$ cat config.mk
export PLATFORM = sky130hd
export DESIGN_NAME = sram_arbiter_flat
export DESIGN_NICKNAME = d
export VERILOG_FILES = /design/src/rtl/sram_arbiter_pkg.sv /design/src/rtl/sram_arbiter_if.sv /design/src/rtl/sram_arb_rr2.sv /design/src/rtl/sram_arbiter.sv /design/src/flat_wrapper.sv
export SDC_FILE = /design/constraint.sdc
export NUM_CORES = 1
export LEC_CHECK = 0
export CAP_MARGIN = 20
export CELL_PAD_IN_SITES_DETAIL_PLACEMENT = 1
export CELL_PAD_IN_SITES_GLOBAL_PLACEMENT = 1
export CORE_MARGIN = 1.5
export CORE_UTILIZATION = 25
export CTS_CLUSTER_DIAMETER = 30
export DETAILED_ROUTE_END_ITERATION = 16
export HOLD_SLACK_MARGIN = 0.12
export PLACE_DENSITY = 0.95
export SLEW_MARGIN = 30
export SYNTH_ARGS = -nofsm -noshare
export SYNTH_HDL_FRONTEND = slang
export SYNTH_SLANG_ARGS = --single-unit
$ cat constraint.sdc
create_clock -name clk -period 2.1 [get_ports clk]
set_input_delay 0.21 -clock clk [delete_from_list [all_inputs] [get_ports clk]]
set_output_delay 0.21 -clock clk [all_outputs]
set_load 0.03 [all_outputs]
$ cat src/rtl/sram_arbiter_pkg.sv
// Shared definitions for the track-buffer SRAM arbiter: port encoding, default
// bus widths and the read-return tag carried through the command pipeline.
package sram_arbiter_pkg;

  localparam int ADDR_W_DEF = 13;
  localparam int DATA_W_DEF = 8;

  typedef enum logic {
    PORT_A = 1'b0,
    PORT_B = 1'b1
  } port_e;

  typedef struct packed {
    logic  vld;
    logic  is_rd;
    port_e port;
  } tag_t;

endpackage

$ cat src/rtl/sram_arbiter_if.sv
// Requester A/B handshakes plus the SRAM command/data bus; slave is the
// arbiter's view, master is the view of the surrounding logic.
interface sram_arbiter_if
  import sram_arbiter_pkg::*;
#(
  parameter int ADDR_W = ADDR_W_DEF,
  parameter int DATA_W = DATA_W_DEF
) ();

  logic              a_req, a_we, a_gnt, a_rvalid;
  logic [ADDR_W-1:0] a_addr;
  logic [DATA_W-1:0] a_wdata, a_rdata;

  logic              b_req, b_we, b_gnt, b_rvalid;
  logic [ADDR_W-1:0] b_addr;
  logic [DATA_W-1:0] b_wdata, b_rdata;

  logic              sram_en, sram_rw;
  logic [ADDR_W-1:0] sram_addr;
  logic [DATA_W-1:0] sram_din, sram_dout;

  modport slave (
    input  a_req, a_we, a_addr, a_wdata,
    input  b_req, b_we, b_addr, b_wdata,
    input  sram_dout,
    output a_gnt, a_rvalid, a_rdata,
    output b_gnt, b_rvalid, b_rdata,
    output sram_en, sram_rw, sram_addr, sram_din
  );

  modport master (
    output a_req, a_we, a_addr, a_wdata,
    output b_req, b_we, b_addr, b_wdata,
    output sram_dout,
    input  a_gnt, a_rvalid, a_rdata,
    input  b_gnt, b_rvalid, b_rdata,
    input  sram_en, sram_rw, sram_addr, sram_din
  );

endinterface

$ cat src/rtl/sram_arb_rr2.sv
// Two-way grant logic: sticky owner with a burst limit that hands over to the
// other port after MAX_BURST consecutive grants under contention.
module sram_arb_rr2
  import sram_arbiter_pkg::*;
#(
  parameter int MAX_BURST = 4
) (
  input  logic clk,
  input  logic rst,
  input  logic a_req_i,
  input  logic b_req_i,
  output logic a_gnt_o,
  output logic b_gnt_o
);

  localparam int CNT_W = $clog2(MAX_BURST + 1);
  localparam logic [CNT_W-1:0] BURST_MAX = CNT_W'(MAX_BURST);

  port_e            owner_q, owner_d, win;
  logic [CNT_W-1:0] burst_q, burst_d;
  logic             gnt_any, both;

  always_comb begin
    both    = a_req_i & b_req_i;
    gnt_any = 1'b0;
    win     = owner_q;
    // Grants are held off while in reset so the handshake outputs stay quiet.
    if (!rst) begin
      if (both) begin
        gnt_any = 1'b1;
        win     = (burst_q >= BURST_MAX) ? port_e'(~owner_q) : owner_q;
      end else if (a_req_i) begin
        gnt_any = 1'b1;
        win     = PORT_A;
      end else if (b_req_i) begin
        gnt_any = 1'b1;
        win     = PORT_B;
      end
    end

    owner_d = gnt_any ? win : owner_q;

    if (!both)                burst_d = '0;
    else if (win != owner_q)  burst_d = CNT_W'(1);
    else if (burst_q < BURST_MAX) burst_d = burst_q + CNT_W'(1);
    else                      burst_d = burst_q;
  end

  always_ff @(posedge clk) begin
    if (rst) begin
      owner_q <= PORT_A;
      burst_q <= '0;
    end else begin
      owner_q <= owner_d;
      burst_q <= burst_d;
    end
  end

  assign a_gnt_o = gnt_any & (win == PORT_A);
  assign b_gnt_o = gnt_any & (win == PORT_B);

endmodule

$ cat src/rtl/sram_arbiter.sv
// Shares the single-port track-buffer SRAM between the flux stream (A) and the
// host (B): one registered command per clock, read data returned two cycles later.
module sram_arbiter
  import sram_arbiter_pkg::*;
#(
  parameter int ADDR_W    = ADDR_W_DEF,
  parameter int DATA_W    = DATA_W_DEF,
  parameter int MAX_BURST = 4
) (
  input  logic           clk,
  input  logic           rst,
  sram_arbiter_if.slave  bus
);

  logic              a_gnt, b_gnt, gnt_any;
  logic              en_q, en_d;
  logic              rw_q, rw_d;
  logic [ADDR_W-1:0] addr_q, addr_d;
  logic [DATA_W-1:0] din_q, din_d;
  tag_t [2:1]        tag_q;
  tag_t              tag_d;
  logic              a_rvalid, b_rvalid;

  sram_arb_rr2 #(
    .MAX_BURST(MAX_BURST)
  ) u_rr2 (
    .clk     (clk),
    .rst     (rst),
    .a_req_i (bus.a_req),
    .b_req_i (bus.b_req),
    .a_gnt_o (a_gnt),
    .b_gnt_o (b_gnt)
  );

  always_comb begin
    gnt_any = a_gnt | b_gnt;
    en_d    = gnt_any;
    rw_d    = rw_q;
    addr_d  = addr_q;
    din_d   = din_q;
    // Command fields hold their last value when idle to avoid SRAM bus toggling.
    if (b_gnt) begin
      rw_d   = ~bus.b_we;
      addr_d = bus.b_addr;
      din_d  = bus.b_wdata;
    end else if (a_gnt) begin
      rw_d   = ~bus.a_we;
      addr_d = bus.a_addr;
      din_d  = bus.a_wdata;
    end
    tag_d.vld   = gnt_any;
    tag_d.is_rd = rw_d;
    tag_d.port  = b_gnt ? PORT_B : PORT_A;
  end

  always_ff @(posedge clk) begin
    if (rst) begin
      en_q   <= 1'b0;
      rw_q   <= 1'b1;
      addr_q <= '0;
      din_q  <= '0;
      tag_q  <= '0;
    end else begin
      en_q     <= en_d;
      rw_q     <= rw_d;
      addr_q   <= addr_d;
      din_q    <= din_d;
      tag_q[1] <= tag_d;
      tag_q[2] <= tag_q[1];
    end
  end

  // Stage 2 lines up with the SRAM's registered read data.
  assign a_rvalid = tag_q[2].vld & tag_q[2].is_rd & (tag_q[2].port == PORT_A);
  assign b_rvalid = tag_q[2].vld & tag_q[2].is_rd & (tag_q[2].port == PORT_B);

  assign bus.a_gnt    = a_gnt;
  assign bus.b_gnt    = b_gnt;
  assign bus.a_rvalid = a_rvalid;
  assign bus.b_rvalid = b_rvalid;
  assign bus.a_rdata  = a_rvalid ? bus.sram_dout : '0;
  assign bus.b_rdata  = b_rvalid ? bus.sram_dout : '0;

  assign bus.sram_en   = en_q;
  assign bus.sram_rw   = rw_q;
  assign bus.sram_addr = addr_q;
  assign bus.sram_din  = din_q;

endmodule
$ cat src/flat_wrapper.sv
// flat-port wrapper written by rule: the top's interface ports become plain ports
module sram_arbiter_flat import sram_arbiter_pkg::*;
#(
  parameter int ADDR_W    = ADDR_W_DEF,
  parameter int DATA_W    = DATA_W_DEF,
  parameter int MAX_BURST = 4
)
  (clk, rst, bus_a_req, bus_a_we, bus_a_addr, bus_a_wdata, bus_b_req, bus_b_we, bus_b_addr, bus_b_wdata, bus_sram_dout, bus_a_gnt, bus_a_rvalid, bus_a_rdata, bus_b_gnt, bus_b_rvalid, bus_b_rdata, bus_sram_en, bus_sram_rw, bus_sram_addr, bus_sram_din);
  sram_arbiter_if #(.ADDR_W(ADDR_W), .DATA_W(DATA_W)) bus_i ();
  input  logic clk;
  input  logic rst;
  input wire logic [$bits(bus_i.a_req)-1:0] bus_a_req;
  input wire logic [$bits(bus_i.a_we)-1:0] bus_a_we;
  input wire logic [$bits(bus_i.a_addr)-1:0] bus_a_addr;
  input wire logic [$bits(bus_i.a_wdata)-1:0] bus_a_wdata;
  input wire logic [$bits(bus_i.b_req)-1:0] bus_b_req;
  input wire logic [$bits(bus_i.b_we)-1:0] bus_b_we;
  input wire logic [$bits(bus_i.b_addr)-1:0] bus_b_addr;
  input wire logic [$bits(bus_i.b_wdata)-1:0] bus_b_wdata;
  input wire logic [$bits(bus_i.sram_dout)-1:0] bus_sram_dout;
  output wire logic [$bits(bus_i.a_gnt)-1:0] bus_a_gnt;
  output wire logic [$bits(bus_i.a_rvalid)-1:0] bus_a_rvalid;
  output wire logic [$bits(bus_i.a_rdata)-1:0] bus_a_rdata;
  output wire logic [$bits(bus_i.b_gnt)-1:0] bus_b_gnt;
  output wire logic [$bits(bus_i.b_rvalid)-1:0] bus_b_rvalid;
  output wire logic [$bits(bus_i.b_rdata)-1:0] bus_b_rdata;
  output wire logic [$bits(bus_i.sram_en)-1:0] bus_sram_en;
  output wire logic [$bits(bus_i.sram_rw)-1:0] bus_sram_rw;
  output wire logic [$bits(bus_i.sram_addr)-1:0] bus_sram_addr;
  output wire logic [$bits(bus_i.sram_din)-1:0] bus_sram_din;
  assign bus_i.a_req = bus_a_req;
  assign bus_i.a_we = bus_a_we;
  assign bus_i.a_addr = bus_a_addr;
  assign bus_i.a_wdata = bus_a_wdata;
  assign bus_i.b_req = bus_b_req;
  assign bus_i.b_we = bus_b_we;
  assign bus_i.b_addr = bus_b_addr;
  assign bus_i.b_wdata = bus_b_wdata;
  assign bus_i.sram_dout = bus_sram_dout;
  assign bus_a_gnt = bus_i.a_gnt;
  assign bus_a_rvalid = bus_i.a_rvalid;
  assign bus_a_rdata = bus_i.a_rdata;
  assign bus_b_gnt = bus_i.b_gnt;
  assign bus_b_rvalid = bus_i.b_rvalid;
  assign bus_b_rdata = bus_i.b_rdata;
  assign bus_sram_en = bus_i.sram_en;
  assign bus_sram_rw = bus_i.sram_rw;
  assign bus_sram_addr = bus_i.sram_addr;
  assign bus_sram_din = bus_i.sram_din;
  sram_arbiter #(.ADDR_W(ADDR_W), .DATA_W(DATA_W), .MAX_BURST(MAX_BURST)) u_core (.clk(clk), .rst(rst), .bus(bus_i));
endmodule
# Word-level counts from Yosys, hierarchy flattened
# Cells that the tools add are included.
[op_classes]
reduce_logical = 4
order_cmp = 2
n_mux = 20
n_bitwise = 13
add_sub_neg = 1
n_eq_ne = 1
[ops]
columns = ["op", "count"]
rows = [
  ["$mux 8", 4],
  ["$mux 13", 2],
  ["$mux 1", 14],
  ["$and 1x1->1", 6],
  ["$not 1->1", 6],
  ["$reduce_bool 2->1", 2],
  ["$add 3x1->3 const B", 1],
  ["$ge 3x3->1 const B", 1],
  ["$lt 3x3->1 const B", 1],
  ["$reduce_or 3->1", 1],
  ["$reduce_or 2->1", 1],
  ["$ne 1x1->1", 1],
  ["$or 1x1->1", 1],
]
[totals]
output_inout_bits = 43
register_bits = 32
in_bits = 56

# Depth between registers and ports, before layout
# Gate-level depths: netlist of run 1.
[depth]
depth_word = 8
ltp_mapped = 6

# Modules after synthesis
# A second synthesis of run 1 with hierarchy kept.
[unflattened]
cells_unflattened = 155
hier_area_um2 = 1536.5
[modules_own_cells]
columns = ["mod", "cells_each", "area_each_um2", "seq_area_each_um2", "n_inst"]
rows = [
  ["sram_arbiter", 135, 1347.5, 560.5, 1],
  ["sram_arb_rr2", 20, 188.9, 80.1, 1],
]

# Worst setup path after synthesis of run 1
# Ideal clock, no wire load.
[synth_timing]
path_type = "register to output"
from = "register u_core.tag_q[5] (netlist name)"
to = "output bus_a_rdata[0]"
stages_incl_launch_ff = 4
arrival_ns = 1.303
path_buffers = 0
required_ns = 1.890
setup_slack_ns = 0.587
path_cell_list = "dfxtp_1 -> nand2_1 -> nor2_1 -> and2_1"
[synth_between]
elab_chain_cells = 3
[synth_rtl]
columns = ["item", "line", "rtl"]
rows = [
  ["start, declared", "sram_arbiter.sv:20", "tag_t [2:1] tag_q;"],
  ["$and 1x1->1 (2 in a row)", "sram_arbiter.sv:74", "assign a_rvalid = tag_q[2].vld & tag_q[2].is_rd & (tag_q[2].port == PORT_A);"],
  ["via bus_a_rvalid", "flat_wrapper.sv:22", "output wire logic [$bits(bus_i.a_rvalid)-1:0] bus_a_rvalid;"],
  ["$mux 8", "sram_arbiter.sv:81", "assign bus.a_rdata = a_rvalid ? bus.sram_dout : '0;"],
  ["end, declared", "flat_wrapper.sv:23", "output wire logic [$bits(bus_i.a_rdata)-1:0] bus_a_rdata;"],
]
# The timed path passes the listed nets, and every way through them passes these cells.

# Worst setup path after layout of run 1
[layout_timing]
from = "register u_core.tag_q[5] (netlist name)"
to = "output bus_a_rdata[7]"
[layout_between]
elab_chain_cells = 3
[layout_rtl]
columns = ["item", "line"]
rows = [
  ["$and 1x1->1 (2 in a row)", "sram_arbiter.sv:74"],
  ["$mux 8", "sram_arbiter.sv:81"],
]
# No other way between the ends.

==> results.md, run 1 <==
* Outcome: complete, no violations
* Worst Hold Depth at 1
* DRC violations left at 0
* Syn-to-layout area delta at 88.1%
* First-pass DRT Iterations at 3
* Final weighted congestion in routability-driven placement at approximately 0.82
* Largest net degree at the start of global routing at 23
* Clk_lat worst skew at around 0.28 ns
* Cells after synthesis at approximately 130
* Die height at ~76 um
* CTS root buffer: clkbuf_8
* Yosys cell types at 24
* CTS Buffer Depth at 2
* H-tree Lvls at 2
* R2R Path End: u_core.bus.sram_din[7]
* Yosys top cell area share at 48.3%
* Pwr Total at around 1500 uW
* CP Cell Sequence: nand2_1 > nor2_2 > and2_1 > clkdlybuf4s50_1
* RR Startpoint: u_core.u_rr2.burst_q[2]
* Crit Path Class: register to output port
* Crit path DAT at about 1.7 ns
* Critical Path End Type: output port
* Pleak at 0.000998 uW
* GRT Overall Usage at between 10 and 15%
* Max Freq at about 510 MHz
* Port Buffers at between 90 and 100
* Peak supply drop at 0.360 mV
* Place WS at between 0.2 and 0.25 ns
* Worst-margin pin slew at between 0.7 and 0.8 ns
* Synthesized flop and latch total at 32
* I/O Pins at 99
* Commonest non-fill, non-tap cell in the layout: clkdlybuf4s50_1
* Nets at slightly below 300
* Setup slack, reg-to-reg at roughly 0.52 ns
* Area of the mapped netlist at about 1300 sq um
* Area of the core at 5110 sq um
* Max-slew headroom at about 53%
* Full die area at around 5800 sq um
* # hold bufs at CTS at 0
* Clock buffer count from CTS at 5
* Post-layout min period at between 1.5 and 2 ns
* Mapped Avg Cell Area at ~10 sq um
* Worst r2r path cells at 5
* Sink Count at 32
* Tcrit/Tclk final at ~93%
* Worst setup SP type: register
* Most frequent cells in the layout: clkdlybuf4s50_1 (96), and2_1 (37), dfxtp_1 (32)
* Share of layout cells above drive strength 1 at under 10%
* Final Cell Area at between 2000 and 2500 sq um
* CTS clk-pin slew, worst paths at ~0.06 ns
* Post-DRT Antenna Nets at 0
* Final WS setup at 0.150 ns
* Worst path bufs/invs at 1
* Slowest stage cell, crit path: clkdlybuf4s50_1
* Die width at between 70 and 80 um
* Via-per-instance ratio at 4.57
* Row count at 26
* Hold crit path type: register to register
* # diodes at 0
* Required @ worst endpoint at about 1.9 ns
* Dpl hpwl at approximately 3400 um
* Layout Skew at 0.00390 ns
* Max Slew Vio Count at 0
* Initial Utilization at approximately a quarter
* Yosys warnings at 0
* Max incr delay on CP at around 0.67 ns
* RSZ-0062 raised after global routing: false
* P per Cell Area at approximately 600 nW/um^2
* TNS Setup at 0 ns
* First-pass GRT wire length at 6380 um
* Post-Route WL at 4270 um
* 1st-iter DRT viols at 27
* Final Hold Vio Count at 0
* Post-synthesis sequential area ratio at about half
* Antenna violations before repair at 0
* Yosys top cell by area: dfxtp_1
* Routed wire per std cell at between 10 and 15 um
* Synth Net Count at 188
* Vias at roughly 1400
* CP Max Fanout at 9
* Global route overflow at 0
* Hold Path End: u_core.tag_q[4]
* Dominant cells by area after synthesis: dfxtp_1 (48%), and2_1 (17%), a221o_1 (16%), nor2b_1 (2.4%), buf_6 (1.7%)
* Hold Crit Start: u_core.tag_q[1]
* Vias in the first global route at between 1000 and 1500
* Setup Viol. Count Final at 0
* CP delay by family, top: buffers and inverters
* Post-DP Area at between 2000 and 2500 sq um
* TritonCTS clock tree: built
* Total of max-cap violations at 0
-- cell families (layout without fill, tap and decap cells) --
family / Yosys count / count (layout) / synth area share, %
AO/OA/AOI/OAI: 31 / 31 / 20.9
flip-flops: 32 / 32 / 48.3
adder cells (fa/ha/maj): 1 / 1 / 0.943
buffers and inverters: 13 / 116 / 5.09
AND/OR/NAND/NOR: 53 / 53 / 24.1
XOR/XNOR: 1 / 1 / 0.660
-- stage by stage --
step,cells,utilization (%),hold slack [ns]
floorplan,131,-,0.336
global placement,296,46.9,0.420
detailed placement,296,47.0,0.438
CTS,304,48.8,0.453
global route,304,48.8,0.464
finish,304,48.8,0.446
-- layer usage --
layer  global-route usage, %  up-vias  wire [um]
li1                        -      670          -
met1                    16.1      652       1660
met2                    26.3       62       2140
met5                       0        -          0
met3                    7.01        5        447
met4                    2.38        0         18
-- cell type report --
cell class,count,area (sq um)
Clock buffer,8,90.1
Fill cell,602,2610
Inverter,5,18.8
Multi-Input combinational cell,86,632
Sequential cell,32,641
Tap cell,70,87.6
Timing Repair Buffer,103,1030
-- where the power goes --
part	internal [uW]	total [uW]	switching, uW	leakage (uW)
Combinational	198	355	157	0.000688
Clock	267	482	215	0.0000455
Sequential	650	670	19.9	0.000265
-- how the worst max path moves through the flow --
| stage | start | endpoint | slack [ns] | depth (start not counted) |
|---|---|---|---|---|
| after floorplan | u_core.tag_q[5] | bus_a_rdata[0] | 0.59 | 3 |
| after global placement | bus_a_req | u_core.bus.sram_addr[10] | 0.07 | 4 |
| after detailed placement | bus_a_req | u_core.bus.sram_addr[8] | 0.20 | 6 |
| after CTS | u_core.tag_q[3] | bus_b_rdata[5] | 0.12 | 3 |
| after global routing | u_core.tag_q[5] | bus_a_rdata[7] | 0.04 | 4 |
| final | u_core.tag_q[5] | bus_a_rdata[7] | 0.15 | 4 |
-- timing repair --
| item | in CTS | in global routing |
|---|---|---|
| endpoints found under the setup margin | 6 | 0 |
| buffers inserted | 0 | 0 |
| gates resized for setup | 1 | 0 |
-- state kept, by name (all words and copies together), names as in the netlist --
register              count
u_core.bus.sram_addr     13
u_core.bus.sram_din       8
u_core.bus.sram_en        1
u_core.bus.sram_rw        1
u_core.tag_q              5
u_core.u_rr2.burst_q      3
u_core.u_rr2.owner_q      1
-- Yosys cell counts --
cell type  count
o221ai_1       2
o21ai_0        2
clkbuf_1       3
nand2_1        3
and3_1         1
o21ai_2        1
xor2_1         1
nor3_1         1
a21oi_1        3
a221o_1       21
dfxtp_1       32
a21o_1         1
nor3b_1        2
a211o_1        1
buf_2          2
inv_2          1
and2b_1        1
inv_1          4
nor2_1         3
buf_6          2
and2_1        37
ha_1           1
nor2b_1        5
clkbuf_2       1
Note: power is estimated with default switching activity, not from simulation.
==> run 2, diff against run 1 <==
--- a/config.mk
+++ b/config.mk
@@ -13,6 +13,7 @@
 export CTS_CLUSTER_DIAMETER = 30
 export DETAILED_ROUTE_END_ITERATION = 16
 export HOLD_SLACK_MARGIN = 0.12
+export MAX_ROUTING_LAYER = met4
 export PLACE_DENSITY = 0.95
 export SLEW_MARGIN = 30
 export SYNTH_ARGS = -nofsm -noshare
==> run 2 against run 1 <==
  * Design area unchanged
  * Clock power hardly changed
  * Global-route usage is 0.48 points higher
  * Sequential power barely moved
  * Utilization did not move
  * Cell count unchanged
  * Non-clock buffer count stayed put
  * Critical path type unchanged
  * Largest cell class unchanged
==> results.md, run 2 (synthesis results as in run 1) <==
* H-tree Lvls at 2 (unchanged)
* Syn-to-layout area delta at 88.1% (unchanged)
* Peak supply drop at 0.360 mV (+0.17%)
* Flop pwr share at 44.4% (about the same)
* CTS root buffer: clkbuf_8
* Port Buffers at 98 (unchanged)
* Worst hold slack at 0.446 ns (+0.0000350 ns)
* Hold Crit Start: u_core.tag_q[1]
* GRT Overall Usage at 15.2% (+0.48 points)
* Final WS setup at 0.149 ns (-0.000983 ns)
* Worst Hold Depth at 1 (unchanged)
* CTS clk-pin slew, worst paths at 0.06 ns (about the same)
* Post-DRT Antenna Nets at 0 (unchanged)
* P_sw at 393 uW (+0.50%)
* Required @ worst endpoint at 1.89 ns (about the same)
* Crit path DAT at 1.74 ns (about the same)
* CTS Buffer Depth at 2 (unchanged)
* TritonCTS clock tree: built
* Post-Route WL at 4270 um (about the same)
* Clk_lat worst skew at 0.28 ns (about the same)
* Initial Utilization at 26.0% (unchanged)
* RSZ-0062 raised after global routing: false
* Share of layout cells above drive strength 1 at 7.26% (unchanged)
* Hold Path End: u_core.tag_q[4]
* Die height at 75.8 um (unchanged)
* Nets at 290 (unchanged)
* Largest net degree at the start of global routing at 23 (unchanged)
* Gate power share at 23.5% (about the same)
* Sink Count at 32 (unchanged)
* Post-layout min period at 1.95 ns (+0.000983 ns)
* Max incr delay on CP at 0.67 ns (about the same)
* DRC violations left at 0 (unchanged)
* 1st-iter DRT viols at 32 (+19%)
* Via-per-instance ratio at 4.57 (about the same)
* Final Util at 48.8% (unchanged)
* RR Startpoint: u_core.u_rr2.burst_q[2]
* Outcome: complete, no violations
* CP Cell Sequence: nand2_1 > nor2_2 > and2_1 > clkdlybuf4s50_1
* First-pass GRT wire length at 6380 um (unchanged)
* Antenna violations before repair at 0 (unchanged)
* Most frequent cells in the layout: clkdlybuf4s50_1 (96), and2_1 (37), dfxtp_1 (32)
* Worst setup SP type: register
* Row count at 26 (unchanged)
* Critical Path End Type: output port
* I/O Pins at 99 (unchanged)
* Clock buffer count from CTS at 5 (unchanged)
* Max Slew Vio Count at 0 (unchanged)
* Pleak at 0.000998 uW (unchanged)
* Slowest stage cell, crit path: clkdlybuf4s50_1
* Final weighted congestion in routability-driven placement at 0.830 (+1.5%)
* R2R Path End: u_core.bus.sram_din[7]
* Full die area at 5750 sq um (unchanged)
* Area of the core at 5110 sq um (unchanged)
* Vias in the first global route at 1359 (+0.22%)
* Crit Path Class: register to output port
* First-pass DRT Iterations at 3 (unchanged)
* Hold crit path type: register to register
* # diodes at 0 (unchanged)
* Worst r2r path cells at 5 (unchanged)
* # hold bufs at CTS at 0 (unchanged)
* Sw frac at 26.1% (+0.096 points)
* Global route overflow at 0 (unchanged)
* Die width at 75.8 um (unchanged)
* Place WS at 0.201 ns (unchanged)
* Worst-margin pin slew at 0.694 ns (-0.00979 ns)
* CP Max Fanout at 9 (unchanged)
* Power share of the clock group at 32.1% (about the same)
* Max FFs per register at 13 (unchanged)
* Vias at 1388 (-0.072%)
* Commonest non-fill, non-tap cell in the layout: clkdlybuf4s50_1
* Total of max-cap violations at 0 (unchanged)
* Max Freq at 513 MHz (about the same)
* Max-slew headroom at 53.6% (+0.65 points)
* Postcts setup bufs at 0 (unchanged)
* Routed wire per std cell at 14.0 um (about the same)
* TNS Setup at 0 ns (unchanged)
* Tcrit/Tclk final at 92.9% (about the same)
* Setup Viol. Count Final at 0 (unchanged)
* P per Cell Area at 605 nW/um^2 (+0.13%)
* Dpl hpwl at 3380 um (unchanged)
* Layout Skew at 0.00356 ns (-0.000335 ns)
* Final Hold Vio Count at 0 (unchanged)
* Internal at 1120 uW (unchanged)
* Setup slack, reg-to-reg at 0.52 ns (about the same)
## run 2: worst max path at each step
| stage | from | endpoint | slack [ns] | cells after the start |
|---|---|---|---|---|
| finish | u_core.tag_q[5] | bus_a_rdata[7] | 0.15 | 4 |
| global route | u_core.tag_q[5] | bus_a_rdata[7] | 0.04 | 4 |
| CTS | u_core.tag_q[3] | bus_b_rdata[5] | 0.12 | 3 |
| detailed placement | bus_a_req | u_core.bus.sram_addr[8] | 0.20 | 6 |
| global placement | bus_a_req | u_core.bus.sram_addr[10] | 0.07 | 4 |
| floorplan | u_core.tag_q[5] | bus_a_rdata[0] | 0.59 | 3 |
## run 2: layer usage
layer / share of wire, % / global-route usage [%]
met5: 0 / -
met4: 0.56 / 2.38
met3: 9.6 / 6.08
met2: 50 / 26.4
met1: 40 / 16.6
## run 2: worst max-delay path: cells and delay by family (launching register included)
kind          cells  cell delay, ns
buf+inv           1            0.67
simple gates      3            0.47
flops             1            0.32
## run 2: layout make-up
cell class                 instances  area, sq um
fill                             602         2610
timing repair buffer             103         1030
sequential                        32          641
multi-input combinational         86          632
clock buffer                       8         90.1
tap                               70         87.6
inverter                           5         18.8
## run 2: power groups by stage
stage	clock network, uW	logic [uW]	registers [uW]
global route	522	379	675
detailed placement	0	359	683
global placement	0	349	682
floorplan	0	81.0	750
finish	484	355	670
CTS	493	360	670
## run 2: timing repair
item / 4_1_cts / 5_1_grt
gates resized for setup: 1 / 0
endpoints found under the setup margin: 6 / 0
hold endpoints to repair: 0 / 0
## run 2: per-stage QoR
stage                     std cells  power (uW)  area (sq um)
final                           304        1510          2490
after global routing            304        1580          2490
after CTS                       304        1520          2490
after detailed placement        296        1040          2400
after global placement          296        1030          2400
after floorplan                 131         831          1330
==> run 3, diff against run 2 <==
--- a/config.mk
+++ b/config.mk
@@ -5,7 +5,7 @@
 export SDC_FILE = /design/constraint.sdc
 export NUM_CORES = 1
 export LEC_CHECK = 0
-export CAP_MARGIN = 20
+export CAP_MARGIN = 5
 export CELL_PAD_IN_SITES_DETAIL_PLACEMENT = 1
 export CELL_PAD_IN_SITES_GLOBAL_PLACEMENT = 1
 export CORE_MARGIN = 1.5
==> results of run 3 <==
Same layout as run 2: the final DEF is identical, and so are final timing and power.
